`src/rtl/rfphoenix_mem_req_issuer_pkg.sv`:
```
// Shared memory-request types for the rfPhoenix load/store path.
// fnSel is also used by the request queue to compute byte-lane masks.
package rfphoenix_mem_req_issuer_pkg;

    typedef enum logic [1:0] {MR_LOAD, MR_LOADZ, MR_STORE} mem_func_t;
    typedef enum logic [1:0] {byt, wyde, tetra, octa} mem_sz_t;
    typedef enum logic [1:0] {IDLE, BEAT1, BEAT2, DONE} issuer_state_t;

    typedef struct packed {
        logic        v;
        logic [7:0]  tid;
        logic [3:0]  thread;
        logic [5:0]  tgt;
        mem_func_t   func;
        mem_sz_t     sz;
        logic [31:0] adr;
        logic [63:0] dat;
    } MemoryRequest;

    function automatic logic [15:0] fnSel(input mem_sz_t sz);
        case (sz)
            byt:     return 16'h0001;
            wyde:    return 16'h0003;
            tetra:   return 16'h000F;
            default: return 16'h00FF;
        endcase
    endfunction

endpackage

```
`src/rtl/rfphoenix_mem_req_issuer_if.sv`:
```
// Queue-head, Wishbone-classic bus and completion signals of the request issuer.
interface rfphoenix_mem_req_issuer_if
    import rfphoenix_mem_req_issuer_pkg::*;
#(
    parameter int AWID = 32
);
    logic            q_valid;
    MemoryRequest    q_req;
    logic            q_rd;
    logic            cyc_o;
    logic            stb_o;
    logic            we_o;
    logic [15:0]     sel_o;
    logic [AWID-1:0] adr_o;
    logic [127:0]    dat_o;
    logic            ack_i;
    logic            err_i;
    logic [127:0]    dat_i;
    logic            rollback;
    logic [3:0]      rollback_thread;
    logic            resp_valid;
    MemoryRequest    resp;
    logic            resp_err;
    logic            busy;

    modport master (
        input  q_valid, q_req, ack_i, err_i, dat_i, rollback, rollback_thread,
        output q_rd, cyc_o, stb_o, we_o, sel_o, adr_o, dat_o,
        output resp_valid, resp, resp_err, busy
    );

    modport slave (
        output q_valid, q_req, ack_i, err_i, dat_i, rollback, rollback_thread,
        input  q_rd, cyc_o, stb_o, we_o, sel_o, adr_o, dat_o,
        input  resp_valid, resp, resp_err, busy
    );

endinterface

```
`src/rtl/rfphoenix_mem_req_issuer_load_align.sv`:
```
// Extracts a load result from the two captured bus beats and extends it to 64 bits.
module rfphoenix_load_align
    import rfphoenix_mem_req_issuer_pkg::*;
(
    input  logic [255:0] beats,
    input  logic [3:0]   ofs,
    input  mem_func_t    func,
    input  mem_sz_t      sz,
    output logic [63:0]  result
);

    function automatic logic [63:0] fn_extend(input logic [63:0] raw, input mem_sz_t s,
                                              input logic zext);
        case (s)
            byt:     return zext ? {56'b0, raw[7:0]}  : {{56{raw[7]}},  raw[7:0]};
            wyde:    return zext ? {48'b0, raw[15:0]} : {{48{raw[15]}}, raw[15:0]};
            tetra:   return zext ? {32'b0, raw[31:0]} : {{32{raw[31]}}, raw[31:0]};
            default: return raw;
        endcase
    endfunction

    logic [63:0] raw;

    assign raw    = 64'(beats >> {ofs, 3'b0});
    assign result = fn_extend(raw, sz, func == MR_LOADZ);

endmodule

```
`src/rtl/rfphoenix_mem_req_issuer.sv`:
```
// Drains the memory request queue one entry at a time as classic bus cycles,
// splitting line-crossing accesses into two beats, and reports completions.
module rfphoenix_mem_req_issuer
    import rfphoenix_mem_req_issuer_pkg::*;
#(
    parameter int AWID     = 32,
    parameter int TMO_BITS = 8
) (
    input logic clk,
    input logic rst_n,
    rfphoenix_mem_req_issuer_if.master bus
);

    issuer_state_t       state, state_nxt;
    logic                cyc_q, cyc_n, stb_q, stb_n, we_q, we_n;
    logic                kill_q, kill_n, err_q, err_n;
    logic [15:0]         sel_q, sel_n;
    logic [AWID-1:0]     adr_q, adr_n;
    logic [127:0]        dat_q, dat_n, dat_hi_q, dat_hi_n;
    logic [TMO_BITS-1:0] tmo_q, tmo_n, tmo_inc;
    MemoryRequest        req_q, req_n, resp_c;
    logic [127:0]        beat1_q, beat1_n, beat2_q, beat2_n;
    logic [15:0]         pop_sel;
    logic [255:0]        pop_dat;
    logic [31:0]         lat_sel;
    logic                bus_ack, bus_err, kill_now, q_rd_c;
    logic [63:0]         load_dat;

    assign pop_sel  = fnSel(bus.q_req.sz) << bus.q_req.adr[3:0];
    assign pop_dat  = {192'b0, bus.q_req.dat} << {bus.q_req.adr[3:0], 3'b0};
    assign lat_sel  = {16'b0, fnSel(req_q.sz)} << req_q.adr[3:0];
    // err_i dominates ack_i; neither counts unless the strobe is up
    assign bus_err  = stb_q && bus.err_i;
    assign bus_ack  = stb_q && bus.ack_i && !bus.err_i;
    assign kill_now = bus.rollback && (bus.rollback_thread == req_q.thread);
    assign tmo_inc  = tmo_q + TMO_BITS'(1);

    always_comb begin
        state_nxt = state;
        cyc_n     = cyc_q;
        stb_n     = stb_q;
        we_n      = we_q;
        sel_n     = sel_q;
        adr_n     = adr_q;
        dat_n     = dat_q;
        dat_hi_n  = dat_hi_q;
        tmo_n     = tmo_q;
        kill_n    = kill_q;
        err_n     = err_q;
        req_n     = req_q;
        beat1_n   = beat1_q;
        beat2_n   = beat2_q;
        q_rd_c    = 1'b0;
        case (state)
            IDLE: begin
                if (bus.q_valid) begin
                    q_rd_c = 1'b1;
                    req_n  = bus.q_req;
                    if (bus.q_req.v) begin
                        state_nxt = BEAT1;
                        cyc_n     = 1'b1;
                        stb_n     = 1'b1;
                        we_n      = (bus.q_req.func == MR_STORE);
                        adr_n     = {bus.q_req.adr[AWID-1:4], 4'h0};
                        sel_n     = pop_sel;
                        dat_n     = pop_dat[127:0];
                        dat_hi_n  = pop_dat[255:128];
                        tmo_n     = '0;
                        err_n     = 1'b0;
                        kill_n    = bus.rollback && (bus.rollback_thread == bus.q_req.thread);
                    end
                end
            end
            BEAT1, BEAT2: begin
                if (kill_now)
                    kill_n = 1'b1;
                if (!stb_q) begin
                    stb_n = 1'b1;
                end else if (bus_err) begin
                    state_nxt = DONE;
                    {cyc_n, stb_n, we_n} = 3'b000;
                    sel_n     = '0;
                    err_n     = 1'b1;
                end else if (bus_ack) begin
                    if (state == BEAT1)
                        beat1_n = bus.dat_i;
                    else
                        beat2_n = bus.dat_i;
                    // Line crossing: hold cyc_o, drop stb_o for one cycle, then the upper line
                    if (state == BEAT1 && lat_sel[31:16] != 16'h0) begin
                        state_nxt = BEAT2;
                        stb_n     = 1'b0;
                        adr_n     = adr_q + AWID'(16);
                        sel_n     = lat_sel[31:16];
                        dat_n     = dat_hi_q;
                        tmo_n     = '0;
                    end else begin
                        state_nxt = DONE;
                        {cyc_n, stb_n, we_n} = 3'b000;
                        sel_n     = '0;
                    end
                end else begin
                    tmo_n = tmo_inc;
                    if (tmo_inc == '1) begin
                        state_nxt = DONE;
                        {cyc_n, stb_n, we_n} = 3'b000;
                        sel_n     = '0;
                        err_n     = 1'b1;
                    end
                end
            end
            default: state_nxt = IDLE;
        endcase
    end

    always_ff @(posedge clk or negedge rst_n) begin
        if (!rst_n) begin
            state  <= IDLE;
            cyc_q  <= 1'b0;
            stb_q  <= 1'b0;
            we_q   <= 1'b0;
            sel_q  <= '0;
            adr_q  <= '0;
            dat_q  <= '0;
            tmo_q  <= '0;
            kill_q <= 1'b0;
            err_q  <= 1'b0;
        end else begin
            state  <= state_nxt;
            cyc_q  <= cyc_n;
            stb_q  <= stb_n;
            we_q   <= we_n;
            sel_q  <= sel_n;
            adr_q  <= adr_n;
            dat_q  <= dat_n;
            tmo_q  <= tmo_n;
            kill_q <= kill_n;
            err_q  <= err_n;
        end
    end

    always_ff @(posedge clk) begin
        req_q    <= req_n;
        beat1_q  <= beat1_n;
        beat2_q  <= beat2_n;
        dat_hi_q <= dat_hi_n;
    end

    rfphoenix_load_align u_align (
        .beats  ({beat2_q, beat1_q}),
        .ofs    (req_q.adr[3:0]),
        .func   (req_q.func),
        .sz     (req_q.sz),
        .result (load_dat)
    );

    always_comb begin
        resp_c = '0;
        if (state == DONE) begin
            resp_c     = req_q;
            resp_c.dat = (req_q.func == MR_STORE || err_q) ? 64'h0 : load_dat;
        end
    end

    assign bus.q_rd       = q_rd_c;
    assign bus.cyc_o      = cyc_q;
    assign bus.stb_o      = stb_q;
    assign bus.we_o       = we_q;
    assign bus.sel_o      = sel_q;
    assign bus.adr_o      = adr_q;
    assign bus.dat_o      = dat_q;
    assign bus.busy       = (state != IDLE);
    assign bus.resp_valid = (state == DONE) && !kill_q && !kill_now;
    assign bus.resp_err   = bus.resp_valid && err_q;
    assign bus.resp       = resp_c;

endmodule

```
`src/flat_wrapper.sv`:
```
// flat-port wrapper written by rule: the top's interface ports become plain ports
module rfphoenix_mem_req_issuer_flat import rfphoenix_mem_req_issuer_pkg::*;
#(
    parameter int AWID     = 32,
    parameter int TMO_BITS = 8
)
  (clk, rst_n, bus_q_valid, bus_q_req, bus_ack_i, bus_err_i, bus_dat_i, bus_rollback, bus_rollback_thread, bus_q_rd, bus_cyc_o, bus_stb_o, bus_we_o, bus_sel_o, bus_adr_o, bus_dat_o, bus_resp_valid, bus_resp, bus_resp_err, bus_busy);
  rfphoenix_mem_req_issuer_if #(.AWID(AWID)) bus_i ();
  input logic clk;
  input logic rst_n;
  input wire logic [$bits(bus_i.q_valid)-1:0] bus_q_valid;
  input wire logic [$bits(bus_i.q_req)-1:0] bus_q_req;
  input wire logic [$bits(bus_i.ack_i)-1:0] bus_ack_i;
  input wire logic [$bits(bus_i.err_i)-1:0] bus_err_i;
  input wire logic [$bits(bus_i.dat_i)-1:0] bus_dat_i;
  input wire logic [$bits(bus_i.rollback)-1:0] bus_rollback;
  input wire logic [$bits(bus_i.rollback_thread)-1:0] bus_rollback_thread;
  output wire logic [$bits(bus_i.q_rd)-1:0] bus_q_rd;
  output wire logic [$bits(bus_i.cyc_o)-1:0] bus_cyc_o;
  output wire logic [$bits(bus_i.stb_o)-1:0] bus_stb_o;
  output wire logic [$bits(bus_i.we_o)-1:0] bus_we_o;
  output wire logic [$bits(bus_i.sel_o)-1:0] bus_sel_o;
  output wire logic [$bits(bus_i.adr_o)-1:0] bus_adr_o;
  output wire logic [$bits(bus_i.dat_o)-1:0] bus_dat_o;
  output wire logic [$bits(bus_i.resp_valid)-1:0] bus_resp_valid;
  output wire logic [$bits(bus_i.resp)-1:0] bus_resp;
  output wire logic [$bits(bus_i.resp_err)-1:0] bus_resp_err;
  output wire logic [$bits(bus_i.busy)-1:0] bus_busy;
  assign bus_i.q_valid = bus_q_valid;
  assign bus_i.q_req = bus_q_req;
  assign bus_i.ack_i = bus_ack_i;
  assign bus_i.err_i = bus_err_i;
  assign bus_i.dat_i = bus_dat_i;
  assign bus_i.rollback = bus_rollback;
  assign bus_i.rollback_thread = bus_rollback_thread;
  assign bus_q_rd = bus_i.q_rd;
  assign bus_cyc_o = bus_i.cyc_o;
  assign bus_stb_o = bus_i.stb_o;
  assign bus_we_o = bus_i.we_o;
  assign bus_sel_o = bus_i.sel_o;
  assign bus_adr_o = bus_i.adr_o;
  assign bus_dat_o = bus_i.dat_o;
  assign bus_resp_valid = bus_i.resp_valid;
  assign bus_resp = bus_i.resp;
  assign bus_resp_err = bus_i.resp_err;
  assign bus_busy = bus_i.busy;
  rfphoenix_mem_req_issuer #(.AWID(AWID), .TMO_BITS(TMO_BITS)) u_core (.clk(clk), .rst_n(rst_n), .bus(bus_i));
endmodule
```
`config.mk`:
```
export PLATFORM = sky130hd
export DESIGN_NAME = rfphoenix_mem_req_issuer_flat
export DESIGN_NICKNAME = d
export VERILOG_FILES = /design/src/rtl/rfphoenix_mem_req_issuer_pkg.sv /design/src/rtl/rfphoenix_mem_req_issuer_if.sv /design/src/rtl/rfphoenix_mem_req_issuer_load_align.sv /design/src/rtl/rfphoenix_mem_req_issuer.sv /design/src/flat_wrapper.sv
export SDC_FILE = /design/constraint.sdc
export NUM_CORES = 1
export LEC_CHECK = 0
export BUFFER_PORTS_ARGS = -buffer_cell sky130_fd_sc_hd__buf_2
export CORE_MARGIN = 4
export CORE_UTILIZATION = 28
export DETAILED_ROUTE_END_ITERATION = 10
export PLACE_DENSITY = 0.52
export SLEW_MARGIN = 15
export SYNTH_ARGS = -nofsm -noshare
export SYNTH_HDL_FRONTEND = slang
export SYNTH_SLANG_ARGS = --single-unit
```
`constraint.sdc`:
```
create_clock -name clk -period 16.11 [get_ports clk]
set_input_delay 2.4165 -clock clk [delete_from_list [all_inputs] [get_ports clk]]
set_output_delay 2.4165 -clock clk [all_outputs]
set_load 0.05 [all_outputs]
```
==> results.md <==
- Run status: completed
- Number of violations of the max-capacitance limit: 0
- Register-to-register path setup slack: ~11000 ps
- Critical path's largest stage delay: 760 ps
- Setup TNS after final layout: 0 ps
- Leading cell type in the layout, fill and taps excluded: sky130_fd_sc_hd__buf_2
- Number of filler instances in the final layout: 9668
- Number of resized instances in the post-cts repair step: 0
- Setup repair after global routing missed its margin: no
- Width of the die: approximately 320 um
- Sequence of cells on the critical path: buf_12, inv_2, buf_4, mux4_2, o22ai_1, a31oi_2, buf_4, a2bb2oi_4, nor2_1, buf_2
- Maximum level of the CTS H-tree: 2
- Core area: 95010 um^2
- Maximum frequency from static timing analysis: 145.4 MHz
- Reported leakage power: 13.18 nW
- TritonCTS sink count: 482
- # port buffers: ~550
- PwrDens: 196.2 nW/um^2
- Final slew viol count: 0
- NumNets Final: ~3.0k
- Post-synthesis area per instance: ~12 um^2
- CTS tree: done
- Maximum number of pins on one net before global-route repair: 168
- Post CTS Setup Buffer Count: 0
- Global-route wire length before repair: between 150 and 200 mm
- Primary FF master, synth: sky130_fd_sc_hd__edfxtp_1
- Global routing usage summed across all routing layers: 0.2001
- Global route overflow: 0
- Ports placed on the boundary: 559
- Period utilization: 0.4268
- Kind of critical path: reg -> out
- Initial DRC count: 2065
- Total vias in the final route: 22.13k
- Combined area of all synthesized cells: 26840 um^2
- Worst voltage drop across the vdd grid: 0.1280 mV
- Arrival @ worst endpoint: ~4500 ps
- Floorplan die area: 100900 um^2
- HPWL after detailed placement: 75.97 mm
- Fraction of final layout cells with drive strength greater than 1: 0.3180
- Number of warnings issued by yosys: 0
- Post-route DRC: 0
- Final worst path period need: 6876 ps
- Clock slew at the register clock pins of the worst setup and hold paths: 60 ps
- Total clock buffers created by CTS: between 50 and 60
- Required time of the worst setup path: 13690 ps
- Total setup violations reported at the end of the flow: 0
- Gate Count Post-Synth: between 2k and 2.5k
- Pin slew with the least headroom to its limit: just over 1000 ps
- Final antenna-violating net count: 0
- Initial core utilization: 0.2825
- Routed wire length per instance: 25.62 um
- Wire length after detailed routing: 105.2 mm
- Master cell of the clock root buffer: sky130_fd_sc_hd__clkbuf_16
- Skew-Pair Late Insertion Delay: around 680 ps
- Share of async-settable or async-resettable flops after synthesis: 0.3880
- Relative max-transition margin: 0.3247
- Biggest area consumer among synthesized cells: sky130_fd_sc_hd__edfxtp_1
- Number of global-route vias before repair: ~22k
- Die H: 317.6 um
- Most frequent cells in the layout: 551 x sky130_fd_sc_hd__buf_2, 295 x sky130_fd_sc_hd__edfxtp_1, 214 x sky130_fd_sc_hd__nor2_1
- Crit path max-delay cell type: sky130_fd_sc_hd__a2bb2oi_4
- Area growth from synthesis to final layout: 21.87%
- Skew final: about 44 ps
- Count of endpoints failing hold in the final timing report: 0
- Area fraction of the dominant cell type after synthesis: 0.3300
- Worst min-delay path class: reg -> reg
- Maximum clock insertion buffer count: 3
- Number of hold buffers added after cts: 0
- Total of flip-flops plus latches after synthesis: 482
- Yosys cell types: between 70 and 80
- Largest fanout on the critical path: 167
- Count of flip-flops with a built-in enable after synthesis: 295
- Final design area excluding fillers: 32710 um^2
- Cell types with the largest area share after synthesis: sky130_fd_sc_hd__edfxtp_1 33%, sky130_fd_sc_hd__dfrtp_1 17%, sky130_fd_sc_hd__mux4_2 10%
- Number of core rows: 113
- Setup crit start kind: flip-flop
- Share of the yosys chip area belonging to registers: 0.5044
- DRT Pass-1 Iters: 6
- Final RePlAce weighted congestion: between 0.9 and 1
- Antenna violations before repair: 28
- Via-per-instance ratio: between 5 and 6
- Total placed instance area: 30660 um^2
- Cell type with the highest occurrence count on the critical path: sky130_fd_sc_hd__buf_4
- Capturing element type of the critical path: primary output
==> path summary, 6_finish.rpt <==
check | start | endpoint | cells after the start
max reg2reg | u_core.req_q[64] | u_core.bus.dat_o[19] | 9
max | u_core.req_q[65] | bus_resp[56] | 10
max in group asynchronous | rst_n | u_core.bus.sel_o[3] | 3
min in group asynchronous | rst_n | u_core.bus.dat_o[75] | 1
min reg2reg | u_core.bus.dat_o[61] | u_core.bus.dat_o[61] | 2
min | u_core.bus.dat_o[61] | u_core.bus.dat_o[61] | 2
==> cell usage after synthesis (14+ instances only) <==
cell,count
sky130_fd_sc_hd__edfxtp_1,295
sky130_fd_sc_hd__nor2_1,215
sky130_fd_sc_hd__nand2_1,200
sky130_fd_sc_hd__dfrtp_1,187
sky130_fd_sc_hd__o21ai_0,133
sky130_fd_sc_hd__a21oi_1,129
sky130_fd_sc_hd__mux2i_1,128
sky130_fd_sc_hd__mux4_2,123
sky130_fd_sc_hd__clkbuf_1,113
sky130_fd_sc_hd__and2_1,79
sky130_fd_sc_hd__a211oi_1,55
sky130_fd_sc_hd__o221ai_1,55
sky130_fd_sc_hd__mux2_2,53
sky130_fd_sc_hd__buf_2,46
sky130_fd_sc_hd__o22a_1,44
sky130_fd_sc_hd__nor2b_1,40
sky130_fd_sc_hd__a221oi_1,38
sky130_fd_sc_hd__a2bb2oi_1,38
sky130_fd_sc_hd__nand3_1,34
sky130_fd_sc_hd__inv_1,27
sky130_fd_sc_hd__o21a_1,27
sky130_fd_sc_hd__and3_1,21
sky130_fd_sc_hd__o22ai_1,21
sky130_fd_sc_hd__o31ai_1,18
sky130_fd_sc_hd__buf_4,15
sky130_fd_sc_hd__a22oi_1,14
sky130_fd_sc_hd__buf_1,14
sky130_fd_sc_hd__nand4_1,14
sky130_fd_sc_hd__nor3_1,14
==> kinds of logic (layout without fill, tap and decap cells) <==
| group | Yosys count | after routing | share of synthesized area |
|---|---|---|---|
| multiplexers | 304 | 304 | 0.1732 |
| XOR/XNOR | 10 | 10 | 0.003263 |
| flip-flops | 482 | 482 | 0.5044 |
| other | 1 | 18 | 0.0001397 |
| buffers and inverters | 227 | 734 | 0.03911 |
| adder cells (fa/ha/maj) | 8 | 8 | 0.003543 |
| AND/OR/NAND/NOR | 652 | 652 | 0.1129 |
| AO/OA/AOI/OAI | 633 | 633 | 0.1635 |
==> metrics by stage <==
stage	power, mW	setup slack, ps	util	instances	hold WS [ps]
after detailed placement	5.066	9631	0.3227	3981	461.8
after global routing	6.747	8973	0.3441	4100	507.2
final	6.417	9234	0.3443	4106	474.6
after global placement	5.053	9622	0.3227	3981	460.0
after CTS	6.474	9255	0.3439	4092	476.1
after floorplan	4.126	3275	-	2320	481.4
==> registers in the layout, summed over array words and instances (netlist names) <==
name / flops
u_core.dat_hi_q: 56
u_core.bus.we_o: 1
u_core.tmo_q: 8
u_core.err_q: 1
u_core.kill_q: 1
u_core.bus.dat_o: 128
u_core.bus.adr_o: 28
u_core.state: 2
u_core.bus.stb_o: 1
u_core.req_q: 55
u_core.bus.sel_o: 16
u_core.beat1_q: 128
u_core.bus.cyc_o: 1
u_core.beat2_q: 56
==> where the power goes <==
part | total (mW) | internal (mW) | switching, mW
registers | 1.86 | 1.64 | 0.219
clock network | 1.39 | 0.816 | 0.569
logic | 3.17 | 0.867 | 2.31
==> per-layer routing <==
metal	GRT usage	wire [um]
met2	0.3147	48130
met1	0.2715	44990
met4	0.07483	4105
met5	0	64
met3	0.04344	7901
==> critical path: cells and delay by family, from the launching register on <==
kind / cells / cell delay (ps)
buffers and inverters: 5 / 1470
DFF: 1 / 410
muxes: 1 / 380
and+or+nand+nor: 1 / 120
AOI/OAI and AO/OA: 3 / 1030
==> cell type report <==
cell class	instances	area [um^2]	area share
clock inverters	32	375.4	0.01147
flip-flops and latches	482	13540	0.4138
clock buffers	79	1644	0.05026
multi-input cells	1611	12320	0.3765
well taps	1265	1583	0.04838
inverters	29	108.9	0.003328
diodes	14	35.03	0.001071
repair buffers	594	3112	0.09512
(Power assumes the default switching activity.)
